--- config.mk ---
export PLATFORM = sky130hd
export DESIGN_NAME = dsec_rx
export DESIGN_NICKNAME = d
export VERILOG_FILES = /design/src/rtl/dsec_pkg.sv /design/src/rtl/TripleDES_Decryption.sv /design/src/rtl/dsec_rx.sv
export SDC_FILE = /design/constraint.sdc
export NUM_CORES = 1
export LEC_CHECK = 0
export CAP_MARGIN = 20
export CORE_MARGIN = 8
export CORE_UTILIZATION = 21
export CTS_CLUSTER_DIAMETER = 150
export DETAILED_ROUTE_END_ITERATION = 8
export PLACE_DENSITY = 0.76
export SLEW_MARGIN = 30
export SYNTH_ARGS = -nofsm -noshare
export SYNTH_HDL_FRONTEND = slang
export SYNTH_SLANG_ARGS = --single-unit
export TNS_END_PERCENT = 1
--- constraint.sdc ---
create_clock -name clk -period 1.8 [get_ports clk]
set_input_delay 0.36 -clock clk [delete_from_list [all_inputs] [get_ports clk]]
set_output_delay 0.36 -clock clk [all_outputs]
set_load 0.01 [all_outputs]
--- src/rtl/dsec_pkg.sv ---
// Shared constants for the DSEC receive path: key FSM encodings, error code,
// and the DES tables plus a single-DES block function used by the 3DES core.
package dsec_pkg;

    localparam int DES_W = 64;

    localparam logic [1:0] ST_NOKEY = 2'd0;
    localparam logic [1:0] ST_KEY2  = 2'd1;
    localparam logic [1:0] ST_KEY3  = 2'd2;
    localparam logic [1:0] ST_RUN   = 2'd3;

    localparam logic [DES_W-1:0] ERR_NO_KEY = 64'hDEAD_0000_0000_0001;

    // DES tables use the standard 1-based, MSB-first bit numbering.
    localparam int IP_T [64] = '{58, 50, 42, 34, 26, 18, 10, 2, 60, 52, 44, 36, 28, 20, 12, 4,
                                 62, 54, 46, 38, 30, 22, 14, 6, 64, 56, 48, 40, 32, 24, 16, 8,
                                 57, 49, 41, 33, 25, 17,  9, 1, 59, 51, 43, 35, 27, 19, 11, 3,
                                 61, 53, 45, 37, 29, 21, 13, 5, 63, 55, 47, 39, 31, 23, 15, 7};
    localparam int FP_T [64] = '{40, 8, 48, 16, 56, 24, 64, 32, 39, 7, 47, 15, 55, 23, 63, 31,
                                 38, 6, 46, 14, 54, 22, 62, 30, 37, 5, 45, 13, 53, 21, 61, 29,
                                 36, 4, 44, 12, 52, 20, 60, 28, 35, 3, 43, 11, 51, 19, 59, 27,
                                 34, 2, 42, 10, 50, 18, 58, 26, 33, 1, 41,  9, 49, 17, 57, 25};
    localparam int E_T [48] = '{32,  1,  2,  3,  4,  5,  4,  5,  6,  7,  8,  9,
                                 8,  9, 10, 11, 12, 13, 12, 13, 14, 15, 16, 17,
                                16, 17, 18, 19, 20, 21, 20, 21, 22, 23, 24, 25,
                                24, 25, 26, 27, 28, 29, 28, 29, 30, 31, 32,  1};
    localparam int P_T [32] = '{16,  7, 20, 21, 29, 12, 28, 17,  1, 15, 23, 26,  5, 18, 31, 10,
                                 2,  8, 24, 14, 32, 27,  3,  9, 19, 13, 30,  6, 22, 11,  4, 25};
    localparam int PC1_T [56] = '{57, 49, 41, 33, 25, 17,  9,  1, 58, 50, 42, 34, 26, 18,
                                  10,  2, 59, 51, 43, 35, 27, 19, 11,  3, 60, 52, 44, 36,
                                  63, 55, 47, 39, 31, 23, 15,  7, 62, 54, 46, 38, 30, 22,
                                  14,  6, 61, 53, 45, 37, 29, 21, 13,  5, 28, 20, 12,  4};
    localparam int PC2_T [48] = '{14, 17, 11, 24,  1,  5,  3, 28, 15,  6, 21, 10,
                                  23, 19, 12,  4, 26,  8, 16,  7, 27, 20, 13,  2,
                                  41, 52, 31, 37, 47, 55, 30, 40, 51, 45, 33, 48,
                                  44, 49, 39, 56, 34, 53, 46, 42, 50, 36, 29, 32};
    localparam int SBOX [8][64] = '{
        '{14, 4, 13, 1, 2, 15, 11, 8, 3, 10, 6, 12, 5, 9, 0, 7, 0, 15, 7, 4, 14, 2, 13, 1, 10, 6, 12, 11, 9, 5, 3, 8,
          4, 1, 14, 8, 13, 6, 2, 11, 15, 12, 9, 7, 3, 10, 5, 0, 15, 12, 8, 2, 4, 9, 1, 7, 5, 11, 3, 14, 10, 0, 6, 13},
        '{15, 1, 8, 14, 6, 11, 3, 4, 9, 7, 2, 13, 12, 0, 5, 10, 3, 13, 4, 7, 15, 2, 8, 14, 12, 0, 1, 10, 6, 9, 11, 5,
          0, 14, 7, 11, 10, 4, 13, 1, 5, 8, 12, 6, 9, 3, 2, 15, 13, 8, 10, 1, 3, 15, 4, 2, 11, 6, 7, 12, 0, 5, 14, 9},
        '{10, 0, 9, 14, 6, 3, 15, 5, 1, 13, 12, 7, 11, 4, 2, 8, 13, 7, 0, 9, 3, 4, 6, 10, 2, 8, 5, 14, 12, 11, 15, 1,
          13, 6, 4, 9, 8, 15, 3, 0, 11, 1, 2, 12, 5, 10, 14, 7, 1, 10, 13, 0, 6, 9, 8, 7, 4, 15, 14, 3, 11, 5, 2, 12},
        '{7, 13, 14, 3, 0, 6, 9, 10, 1, 2, 8, 5, 11, 12, 4, 15, 13, 8, 11, 5, 6, 15, 0, 3, 4, 7, 2, 12, 1, 10, 14, 9,
          10, 6, 9, 0, 12, 11, 7, 13, 15, 1, 3, 14, 5, 2, 8, 4, 3, 15, 0, 6, 10, 1, 13, 8, 9, 4, 5, 11, 12, 7, 2, 14},
        '{2, 12, 4, 1, 7, 10, 11, 6, 8, 5, 3, 15, 13, 0, 14, 9, 14, 11, 2, 12, 4, 7, 13, 1, 5, 0, 15, 10, 3, 9, 8, 6,
          4, 2, 1, 11, 10, 13, 7, 8, 15, 9, 12, 5, 6, 3, 0, 14, 11, 8, 12, 7, 1, 14, 2, 13, 6, 15, 0, 9, 10, 4, 5, 3},
        '{12, 1, 10, 15, 9, 2, 6, 8, 0, 13, 3, 4, 14, 7, 5, 11, 10, 15, 4, 2, 7, 12, 9, 5, 6, 1, 13, 14, 0, 11, 3, 8,
          9, 14, 15, 5, 2, 8, 12, 3, 7, 0, 4, 10, 1, 13, 11, 6, 4, 3, 2, 12, 9, 5, 15, 10, 11, 14, 1, 7, 6, 0, 8, 13},
        '{4, 11, 2, 14, 15, 0, 8, 13, 3, 12, 9, 7, 5, 10, 6, 1, 13, 0, 11, 7, 4, 9, 1, 10, 14, 3, 5, 12, 2, 15, 8, 6,
          1, 4, 11, 13, 12, 3, 7, 14, 10, 15, 6, 8, 0, 5, 9, 2, 6, 11, 13, 8, 1, 4, 10, 7, 9, 5, 0, 15, 14, 2, 3, 12},
        '{13, 2, 8, 4, 6, 15, 11, 1, 10, 9, 3, 14, 5, 0, 12, 7, 1, 15, 13, 8, 10, 3, 7, 4, 12, 5, 6, 11, 0, 14, 9, 2,
          7, 11, 4, 1, 9, 12, 14, 2, 0, 6, 10, 13, 15, 3, 5, 8, 2, 1, 14, 7, 4, 10, 8, 13, 15, 12, 9, 0, 3, 5, 6, 11}
    };

    function automatic logic [31:0] des_f(input logic [31:0] r, input logic [47:0] k);
        logic [47:0] x;
        logic [31:0] s_out;
        logic [31:0] f;
        logic [5:0]  six;
        for (int j = 0; j < 48; j++) x[47-j] = r[5'(32 - E_T[j])];
        x = x ^ k;
        for (int s = 0; s < 8; s++) begin
            six = x[47-6*s -: 6];
            s_out[31-4*s -: 4] = 4'(SBOX[s][{six[5], six[0], six[4:1]}]);
        end
        for (int i = 0; i < 32; i++) f[31-i] = s_out[5'(32 - P_T[i])];
        return f;
    endfunction

    // Single DES; decryption is the same network with the subkeys applied in reverse.
    function automatic logic [DES_W-1:0] des_crypt(input logic [DES_W-1:0] blk,
                                                   input logic [DES_W-1:0] key,
                                                   input logic             decrypt);
        logic [55:0] cd;
        logic [27:0] c, d;
        logic [47:0] sub [16];
        logic [63:0] perm, pre, res;
        logic [31:0] l, r, t;
        for (int i = 0; i < 56; i++) cd[55-i] = key[6'(64 - PC1_T[i])];
        c = cd[55:28];
        d = cd[27:0];
        for (int n = 0; n < 16; n++) begin
            if (n == 0 || n == 1 || n == 8 || n == 15) begin
                c = {c[26:0], c[27]};
                d = {d[26:0], d[27]};
            end else begin
                c = {c[25:0], c[27:26]};
                d = {d[25:0], d[27:26]};
            end
            cd = {c, d};
            for (int j = 0; j < 48; j++) sub[n][47-j] = cd[6'(56 - PC2_T[j])];
        end
        for (int i = 0; i < 64; i++) perm[63-i] = blk[6'(64 - IP_T[i])];
        l = perm[63:32];
        r = perm[31:0];
        for (int n = 0; n < 16; n++) begin
            t = l ^ des_f(r, decrypt ? sub[15-n] : sub[n]);
            l = r;
            r = t;
        end
        pre = {r, l};
        for (int i = 0; i < 64; i++) res[63-i] = pre[6'(64 - FP_T[i])];
        return res;
    endfunction

endpackage

--- src/rtl/TripleDES_Decryption.sv ---
// Combinational 3DES EDE inverse: P = D_k1(E_k2(D_k3(C))).
module TripleDES_Decryption
    import dsec_pkg::*;
(
    input  logic [DES_W-1:0] data_in,
    input  logic [DES_W-1:0] key_1,
    input  logic [DES_W-1:0] key_2,
    input  logic [DES_W-1:0] key_3,
    output logic [DES_W-1:0] data_out
);

    logic [DES_W-1:0] w_dec_3;
    logic [DES_W-1:0] w_enc_2;

    assign w_dec_3  = des_crypt(data_in, key_3, 1'b1);
    assign w_enc_2  = des_crypt(w_dec_3, key_2, 1'b0);
    assign data_out = des_crypt(w_enc_2, key_1, 1'b1);

endmodule

--- src/rtl/dsec_rx.sv ---
// DSEC receiver: key-load FSM, one-word ciphertext stage feeding a 3DES decryptor,
// and a plaintext FIFO drained over the out_valid/out_rcvd handshake.
module dsec_rx
    import dsec_pkg::*;
#(
    parameter int FIFO_DEPTH = 4
) (
    input  logic             clk,
    input  logic             rst_n,
    input  logic [DES_W-1:0] data_in,
    input  logic             key_config,
    input  logic             in_valid,
    output logic             rdy,
    output logic [DES_W-1:0] data_out,
    output logic             out_valid,
    input  logic             out_rcvd,
    output logic             error
);

    localparam int PTR_W = $clog2(FIFO_DEPTH);
    localparam int CNT_W = PTR_W + 1;

    logic [1:0]       r_state;
    logic [DES_W-1:0] r_key_1, r_key_2, r_key_3;
    logic             r_error;
    logic             r_stage_valid;
    logic [DES_W-1:0] r_stage_data;
    logic [DES_W-1:0] r_fifo [FIFO_DEPTH];
    logic [PTR_W-1:0] r_wr_ptr, r_rd_ptr;
    logic [CNT_W-1:0] r_count;

    logic             w_accept, w_key_beat, w_data_beat, w_stage_load;
    logic             w_push, w_pop;
    logic [DES_W-1:0] w_plain;

    // Holding key_config off while a word is staged keeps its keys stable until it is decrypted.
    assign rdy = rst_n
               & ((r_count + CNT_W'(r_stage_valid)) < CNT_W'(FIFO_DEPTH))
               & ~(key_config & r_stage_valid);

    assign w_accept     = in_valid & rdy;
    assign w_key_beat   = w_accept & key_config;
    assign w_data_beat  = w_accept & ~key_config;
    assign w_stage_load = w_data_beat & (r_state == ST_RUN);
    assign w_push       = r_stage_valid;
    assign w_pop        = out_valid & out_rcvd;

    assign out_valid = (r_count != '0);
    assign data_out  = r_error ? ERR_NO_KEY : r_fifo[r_rd_ptr];
    assign error     = r_error;

    always_ff @(posedge clk or negedge rst_n) begin
        if (!rst_n) begin
            r_state <= ST_NOKEY;
            r_key_1 <= '0;
            r_key_2 <= '0;
            r_key_3 <= '0;
            r_error <= 1'b0;
        end else if (w_key_beat) begin
            r_state <= ST_KEY2;
            r_key_1 <= data_in;
            r_error <= 1'b0;
        end else if (w_data_beat) begin
            case (r_state)
                ST_NOKEY: r_error <= 1'b1;
                ST_KEY2: begin
                    r_key_2 <= data_in;
                    r_state <= ST_KEY3;
                end
                ST_KEY3: begin
                    r_key_3 <= data_in;
                    r_state <= ST_RUN;
                end
                default: ;
            endcase
        end
    end

    always_ff @(posedge clk or negedge rst_n) begin
        if (!rst_n) begin
            r_stage_valid <= 1'b0;
            r_stage_data  <= '0;
        end else begin
            r_stage_valid <= w_stage_load;
            if (w_stage_load) r_stage_data <= data_in;
        end
    end

    TripleDES_Decryption u_tdes (
        .data_in  (r_stage_data),
        .key_1    (r_key_1),
        .key_2    (r_key_2),
        .key_3    (r_key_3),
        .data_out (w_plain)
    );

    // NOTE: the FIFO storage is reset too, because data_out must read 0 straight out of reset.
    always_ff @(posedge clk or negedge rst_n) begin
        if (!rst_n) begin
            for (int i = 0; i < FIFO_DEPTH; i++) r_fifo[i] <= '0;
            r_wr_ptr <= '0;
            r_rd_ptr <= '0;
            r_count  <= '0;
        end else begin
            if (w_push) begin
                r_fifo[r_wr_ptr] <= w_plain;
                r_wr_ptr         <= r_wr_ptr + PTR_W'(1);
            end
            if (w_pop) r_rd_ptr <= r_rd_ptr + PTR_W'(1);
            case ({w_push, w_pop})
                2'b10:   r_count <= r_count + CNT_W'(1);
                2'b01:   r_count <= r_count - CNT_W'(1);
                default: ;
            endcase
        end
    end

endmodule

Word level (Yosys, flattened, before mapping)
Index checks and enable logic that the tools add are counted.
- output and inout bits: 67
- logic and storage cells: 59
- register bits after elaboration: 267
- input port bits: 69
- muxes and demuxes: 14
- equal/unequal tests: 5
- add/sub/neg operators: 5
- $lt $le $gt $ge: 4
- reduce and logical (&&, ||, !) cells: 9
- bitwise gates (word level): 12
- operator list (kind ; number):
    $bwmux W256 ; 1
    $mux W64 ; 4
    $bmux W64 S2 ; 1
    $demux W64 S2 ; 1
    $and A1 B1 Y1 ; 8
    $eq A2 B2 Y1 const B ; 3
    $ge A3 B3 Y1 const B ; 2
    $not A2 Y3 ; 2
    $pmux W3 S2 ; 1
    $reduce_bool A2 Y1 ; 3
    $reduce_bool A3 Y1 ; 2
    $add A2 B1 Y2 const B ; 2
    $eq A2 B1 Y1 const B ; 2
    $mux W2 ; 2
    $pmux W2 S2 ; 1
    $reduce_and A2 Y1 ; 2
    $add A3 B1 Y3 ; 1
    $add A3 B1 Y3 const B ; 1
    $lt A3 B1 Y1 const B ; 1
    $lt A3 B3 Y1 const B ; 1
    $mux W1 ; 3
    $sub A3 B1 Y3 const B ; 1
    $logic_not A2 Y1 ; 1
    $not A1 Y1 ; 2
    $logic_and A1 B1 Y1 ; 1

Longest topological paths before layout
Gate-level depths: netlist of the first run.
- word-level depth: 8
- mapped depth: 9
- gate-level depth less buffers: 8

By module
A second synthesis of the first run with hierarchy kept.
- cells, all modules: 1494
- area, all modules: 22192.5 um^2
- modules (own cells, without submodules) (module ; seq. area each (um^2) ; area each (um^2) ; cells each ; instances):
    dsec_rx ; 13087.6 ; 21708.3 ; 1429 ; 1
    TripleDES_Decryption ; 0.0 ; 484.2 ; 65 ; 1

Least setup slack after synthesis of the first run
Ideal clock, no wire load.
- path type: register to register
- start: reg r_count[0]
- end: reg r_count[1]
- required time: 1717 ps
- stages on the path, launching flop included: 7
- path slack: -195 ps
- period minus slack after synthesis: 1995 ps
- setup time: 83 ps
- path buffers: 0
- data arrival time: 1912 ps
- cell sequence: dfrtp_1 -> or3_2 -> and2_1 -> ha_1 -> inv_1 -> fa_1 -> o21ai_0
- word-level cells in the longest chain between the ends: 4
- elaborated cells between the ends (all ways): 8
- those cells by class: add/sub (2); eq/ne (2); mux (1); bitwise (1); reduce/logical (2)
- ends and longest elaborated chain (what ; line ; RTL):
    start, declared ; dsec_rx.sv:30 ; logic [CNT_W-1:0] r_count;
    start signal, assigned ; dsec_rx.sv:111 ; 2'b10: r_count <= r_count + CNT_W'(1);
    start signal, assigned ; dsec_rx.sv:112 ; 2'b01: r_count <= r_count - CNT_W'(1);
    $reduce_bool A3 Y1 * ; dsec_rx.sv:48 ; assign out_valid = (r_count != '0);
    net out_valid ; dsec_rx.sv:15 ; output logic out_valid,
    $and A1 B1 Y1 * ; dsec_rx.sv:46 ; assign w_pop = out_valid & out_rcvd;
    $eq A2 B1 Y1 or $eq A2 B2 Y1 (tied branches) ; dsec_rx.sv:110 ; case ({w_push, w_pop})
    $pmux W3 S2 or $reduce_bool A2 Y1 (tied branches) ; -- ;
Mark *: on every way through the listed nets, which the timed path passes. The rest lies on a longest branch.
A chain may end at the register's enable or synchronous reset.

Worst setup path in the final report of the first run
- start: reg r_count[2]
- end: reg r_count[2]
- word-level cells in the longest chain between the ends: 4
- elaborated cells between the ends (all ways): 8
- those cells by class: add/sub (2); eq/ne (2); mux (1); bitwise (1); reduce/logical (2)
- ends and longest elaborated chain (what ; line):
    $reduce_bool A3 Y1 ; dsec_rx.sv:48
    $and A1 B1 Y1 ; dsec_rx.sv:46
    $eq A2 B1 Y1 or $eq A2 B2 Y1 (tied branches) ; dsec_rx.sv:110
    $pmux W3 S2 or $reduce_bool A2 Y1 (tied branches) ; --
Several ways; a longest one is shown, not always the timed one.

==> results of run 1 <==
[power groups by stage]
stage	Sequential [uW]	Clock, uW	Combinational [uW]
6_report	343	221	955
5_1_grt	363	240	1040
4_1_cts	336	223	880
3_5_place_dp	326	0	878
3_3_place_gp	325	0	854
2_1_floorplan	314	0	658
[worst max-delay path by stage]
| stage | to | slack (ps) |
|---|---|---|
| after global routing | r_count[2] | -90 |
| after detailed placement | rdy | -470 |
| after CTS | r_count[2] | -40 |
| final | r_count[2] | -20 |
| after floorplan | r_count[2] | -60 |
| after global placement | rdy | -380 |
[worst register-to-register path: stages (launching register included)]
cell and delay (ps):
dfrtp_2 440, or3_4 410, and2_4 150, ha_4 150
inv_2 50, fa_2 180, xor2_1 140, nor2_1 60
xor2_1 130
[cells in the mapped netlist (all sizes together)]
cell type,number
a211o,1
a21oi,1
o2bb2ai,2
nand4,2
a211oi,2
o221ai,1
or3,2
fa,1
nor2b,1
xnor2,2
o21ai,1
dfrtp,7
ha,1
xor2,2
nand2,2
a31oi,1
nor2,3
a2111oi,1
buf,65
nand3,1
and2,1
inv,6
conb,1
nor3,1
and4,1
a2111o,1
[placed cells by master (no fill, tap or decap), types with 2 or more instances in the layout]
cell             synthesis  routed
nand2_1                  2       2
dfrtp_2                  0       4
clkbuf_8                 0       3
dfrtp_1                  7       3
xnor2_1                  2       2
inv_1                    6       5
conb_1                   1      52
nor2_1                   3       2
xor2_1                   2       2
o2bb2ai_1                2       2
clkdlybuf4s50_1          0      16
nand4_1                  2       2
buf_4                   65      17
[logic make-up after synthesis]
kind of cell             count (synthesis)  synth area share [%]
flip-flops                               7                 18.67
XOR/XNOR                                 4                 3.734
other                                    1                0.3996
AND/OR/NAND/NOR                         14                 8.933
adder cells (fa/ha/maj)                  2                 3.467
AO/OA/AOI/OAI                           11                 10.40
buffers and inverters                   71                 54.40
[layer usage]
metal | vias up | track usage, %
met5 | - | 0
met3 | 4 | 4.199
li1 | 291 | -
met1 | 275 | 5.782
met4 | 0 | 2.396
met2 | 54 | 7.638
[state kept, by name (all words and copies together), names as in the netlist]
signal	cells
r_stage_valid	1
r_state	2
error	1
r_count	3
[area by class of cell]
type	count	area, sq um
Clock buffer	4	45.04
Fill cell	500	3228
Inverter	6	22.52
Multi-Input combinational cell	83	481.7
Sequential cell	7	180.2
Tap cell	52	65.06
Timing Repair Buffer	35	301.5
[through the flow]
step	instance area, sq um	power [uW]	setup WS, ps	util, %
final	1096	1519	-20.83	25.35
after global routing	1096	1647	-88.92	25.35
after CTS	1062	1439	-36.83	24.57
after detailed placement	1008	1204	-470.1	23.32
after global placement	1008	1179	-380.3	23.32
after floorplan	1155	972.4	-60.34	-
[timing repair]
| item | in CTS | in global routing |
|---|---|---|
| pin swaps | 3 | 4 |
| hold buffers | 0 | 0 |
| cloned | 0 | 0 |
| resized for setup | 9 | 6 |
| setup endpoints to repair | 4 | 16 |
| buffers inserted | 0 | 4 |
==> qor.csv, run 1 <==
metric;value;unit
sequential power share;22.6;%
largest net degree at the start of global routing;15;
CP max stage delay;440;ps
Clk pin slew, worst setup/hold paths;40;ps
met2 routed WL;842;um
switching share of power;39.14;%
Nets;207;
drt first-iter violations;29;
failing checks;setup timing;
Global Route Usage Sum;5.403;%
Int Power;924.2;uW
Clock Tree Buf Depth;2;
Power Density;1386;nW/um^2
Unique masters post-synth;27;
Final setup viols;2;
CP Data Arrival Time;1930;ps
clk_lat worst skew;230;ps
Pre-antenna DRT Iters;4;
crit path time final;1821;ps
placement row count;24;
worst path buffer plus inverter count;1;
Die Width;82.85;um
wire length per cell;10.42;um
Finished Layout Cells;187;
Root Buffer;clkbuf_8;
Clk pwr share;14.5;%
TritonCTS clock tree;yes;
post-synthesis register bit count;7;
WL met1;797;um
NetSw;594.5;uW
top-area cell type share of the netlist area;52.00;%
number of H-tree levels;1;
final wirelength;1949;um
cell mode on critical path;xor2_1;
grt total ovfl;0;
diode count;0;
Worst setup SP type;flip-flop;
DR top layer;met4;
Worst path slowest cell;dfrtp_2;
CP Launch Point;r_count[2];
io pins;136;
crit-path leading delay family;simple AND/OR/NAND/NOR gates;
vias in the first global route;696;
global-route wire length before repair;3153;um
antenna violations before repair;0;
DIE AREA;6863;sq um
sequential area share after synthesis;18.67;%
crit path cell chain;or3_4 -> and2_4 -> ha_4 -> inv_2 -> fa_2 -> xor2_1 -> nor2_1 -> xor2_1;
clock skew;2.347;ps
combinational share of power;62.9;%
HP Class;in -> async;
synthesized instance count;110;
Avg Cell Area, Syn;8.531;sq um
Worst Reg-to-Reg Cells;8;
P&R area growth vs syn;16.80;%
stages on the worst setup path;8;
worst setup margin;-20.83;ps
Hold WS;464.4;ps
Final ANT Viol Nets;0;
routability cong.;0.7879;
Setup CP Type;reg -> reg;
Req. time, crit path;1910;ps
reported max-cap violation count;0;
metal3 WL;282;um
CORE AREA;4324;sq um
synthesized area;938.4;sq um
die height;82.85;um
HPWL after detailed placement;1650;um
f_max;549.2;MHz
vias post-DR;624;
Max VDD drop;0.0002980;V
Setup TNS Final;-23.17;ps
Crit Path Max Fanout;6;
initial core utilization;21.70;%
status;finished, violations left;
DRC viols;0;
top cells by area, synth;buf_4 (52%), dfrtp_1 (19%), inv_1 (2.4%);
placed cell count;179;
total clock sinks;7;
fin crit share;101.2;%
share of cells above drive strength 1;27.41;%
area leader, netlist;buf_4;
Pins Over Slew Limit;0;
RR Endpoint;r_count[2];
DR vias/cell;3.337;
CTS buffer count;3;
unrepaired setup endpoints after global routing;yes;
Setup crit end kind;flip-flop;
Reg2Reg Setup Slack;-20;ps
I/O Buffers;19;
Hold Vio Cnt, Final;0;
leakage power;0.0005216;uW
Yosys warning count;0;
Worst R2R Start;r_count[2];
Note: power is estimated with default switching activity, not from simulation.
==> run 2: changes to the inputs <==
- PLACE_DENSITY: 0.76 -> 0.86
==> qor.csv, run 2 (synthesized netlist as in run 1, its figures left out) <==
metric;value;unit
post-CTS setup buffer count;0;
fin crit share;101.7;%
Setup CP Type;reg -> out;
DR vias/cell;3.317;
failing checks;setup timing;
drt first-iter violations;11;
status;finished, violations left;
DIE AREA;6863;sq um
Hold Vio Cnt, Final;0;
Total Power;1441;uW
number of H-tree levels;1;
final wirelength;1895;um
crit path time final;1830;ps
largest net degree at the start of global routing;15;
reported max-cap violation count;0;
diode count;0;
max reg flops;3;
io pins;136;
CTS buffer count;3;
vias in the first global route;667;
HP Class;in -> async;
Pins Over Slew Limit;0;
routability cong.;0.7420;
most common cell after layout, fill and taps aside;conb_1;
Worst setup SP type;flip-flop;
Setup crit end kind;output pin;
unrepaired setup endpoints after global routing;yes;
Pre-antenna DRT Iters;4;
Die Width;82.85;um
I/O Buffers;19;
initial core utilization;21.70;%
P&R area growth vs syn;13.07;%
Clk pin slew, worst setup/hold paths;40;ps
Req. time, crit path;1440;ps
Worst Reg-to-Reg Cells;8;
Setup WS pre-CTS;-480.3;ps
share of cells above drive strength 1;22.90;%
global-route wire length before repair;3029;um
leakage power;0.0005005;uW
Nets;203;
Regs by FF count;r_count x3, r_state x2;
vias post-DR;607;
antenna violations before repair;0;
TritonCTS clock tree;yes;
Crit Path Max Fanout;8;
f_max;546.3;MHz
hold bufs inserted after CTS;0;
Max VDD drop;0.0004451;V
Global Route Usage Sum;5.264;%
wire length per cell;10.36;um
clk_lat worst skew;230;ps
die height;82.85;um
Final ANT Viol Nets;0;
HPWL after detailed placement;1599;um
placement row count;24;
Clock Tree Buf Depth;2;
CORE AREA;4324;sq um
most frequent cells in the layout;conb_1 (52), clkdlybuf4s50_1 (16), buf_4 (12);
Fillers;494;
Root Buffer;clkbuf_8;
Hold WS;470.4;ps
worst setup margin;-30.47;ps
DRC viols;0;
Most flops, register;r_count;
Final setup viols;3;
Power Density;1358;nW/um^2
clock skew;4.952;ps
grt total ovfl;0;
total clock sinks;7;
CP Data Arrival Time;1470;ps
run 2: path summary, 6_finish.rpt:
check	end	start	slack, ps
setup / recovery	rdy	r_count[2]	-30
hold / removal	r_stage_valid	rst_n	470
setup reg to reg	r_count[2]	r_count[2]	-30
hold reg to reg	error	r_state[0]	560
max in group asynchronous	r_count[2]	rst_n	1170
min in group clk	error	r_state[0]	560
run 2: worst max-delay path, stage by stage, from the launching register on:
cell and delay (ps):
dfrtp_2 460, and4_2 270, a211oi_2 210, nor2b_1 80, clkdlybuf4s15_2 230
run 2: cell type report:
| cell class | instances | area [sq um] | area share, % |
|---|---|---|---|
| well taps | 52 | 65.06 | 6.132 |
| multi-input cells | 83 | 470.5 | 44.34 |
| inverters | 6 | 22.52 | 2.123 |
| flip-flops and latches | 7 | 178.9 | 16.86 |
| clock buffers | 4 | 45.04 | 4.245 |
| repair buffers | 31 | 279.0 | 26.30 |
run 2: timing repair:
action | in CTS | in global routing
endpoints found under the setup margin | 4 | 16
pin swaps | 5 | 0
gates resized for setup | 8 | 1
run 2: per-layer routing:
metal  global-route usage, %  share of wire [%]  vias to the layer above
met5                       0                  0                        -
met1                   5.221                 40                      269
met2                   7.850                 45                       52
li1                        -                  -                      284
met4                   2.875                1.8                        0
met3                   3.906                 13                        2
run 2: power breakdown:
part | internal (uW) | switching, uW
combinational | 487 | 376
sequential | 234 | 120
clock | 154 | 71.0
run 2: through the flow:
step	area (sq um)	instances	setup TNS [ps]	utilization, %
floorplan	1155	161	-108.4	-
global placement	1008	179	-671.0	23.32
detailed placement	1008	179	-759.0	23.32
CTS	1060	183	-87.11	24.51
global route	1061	183	-254.5	24.54
finish	1061	183	-60.49	24.54
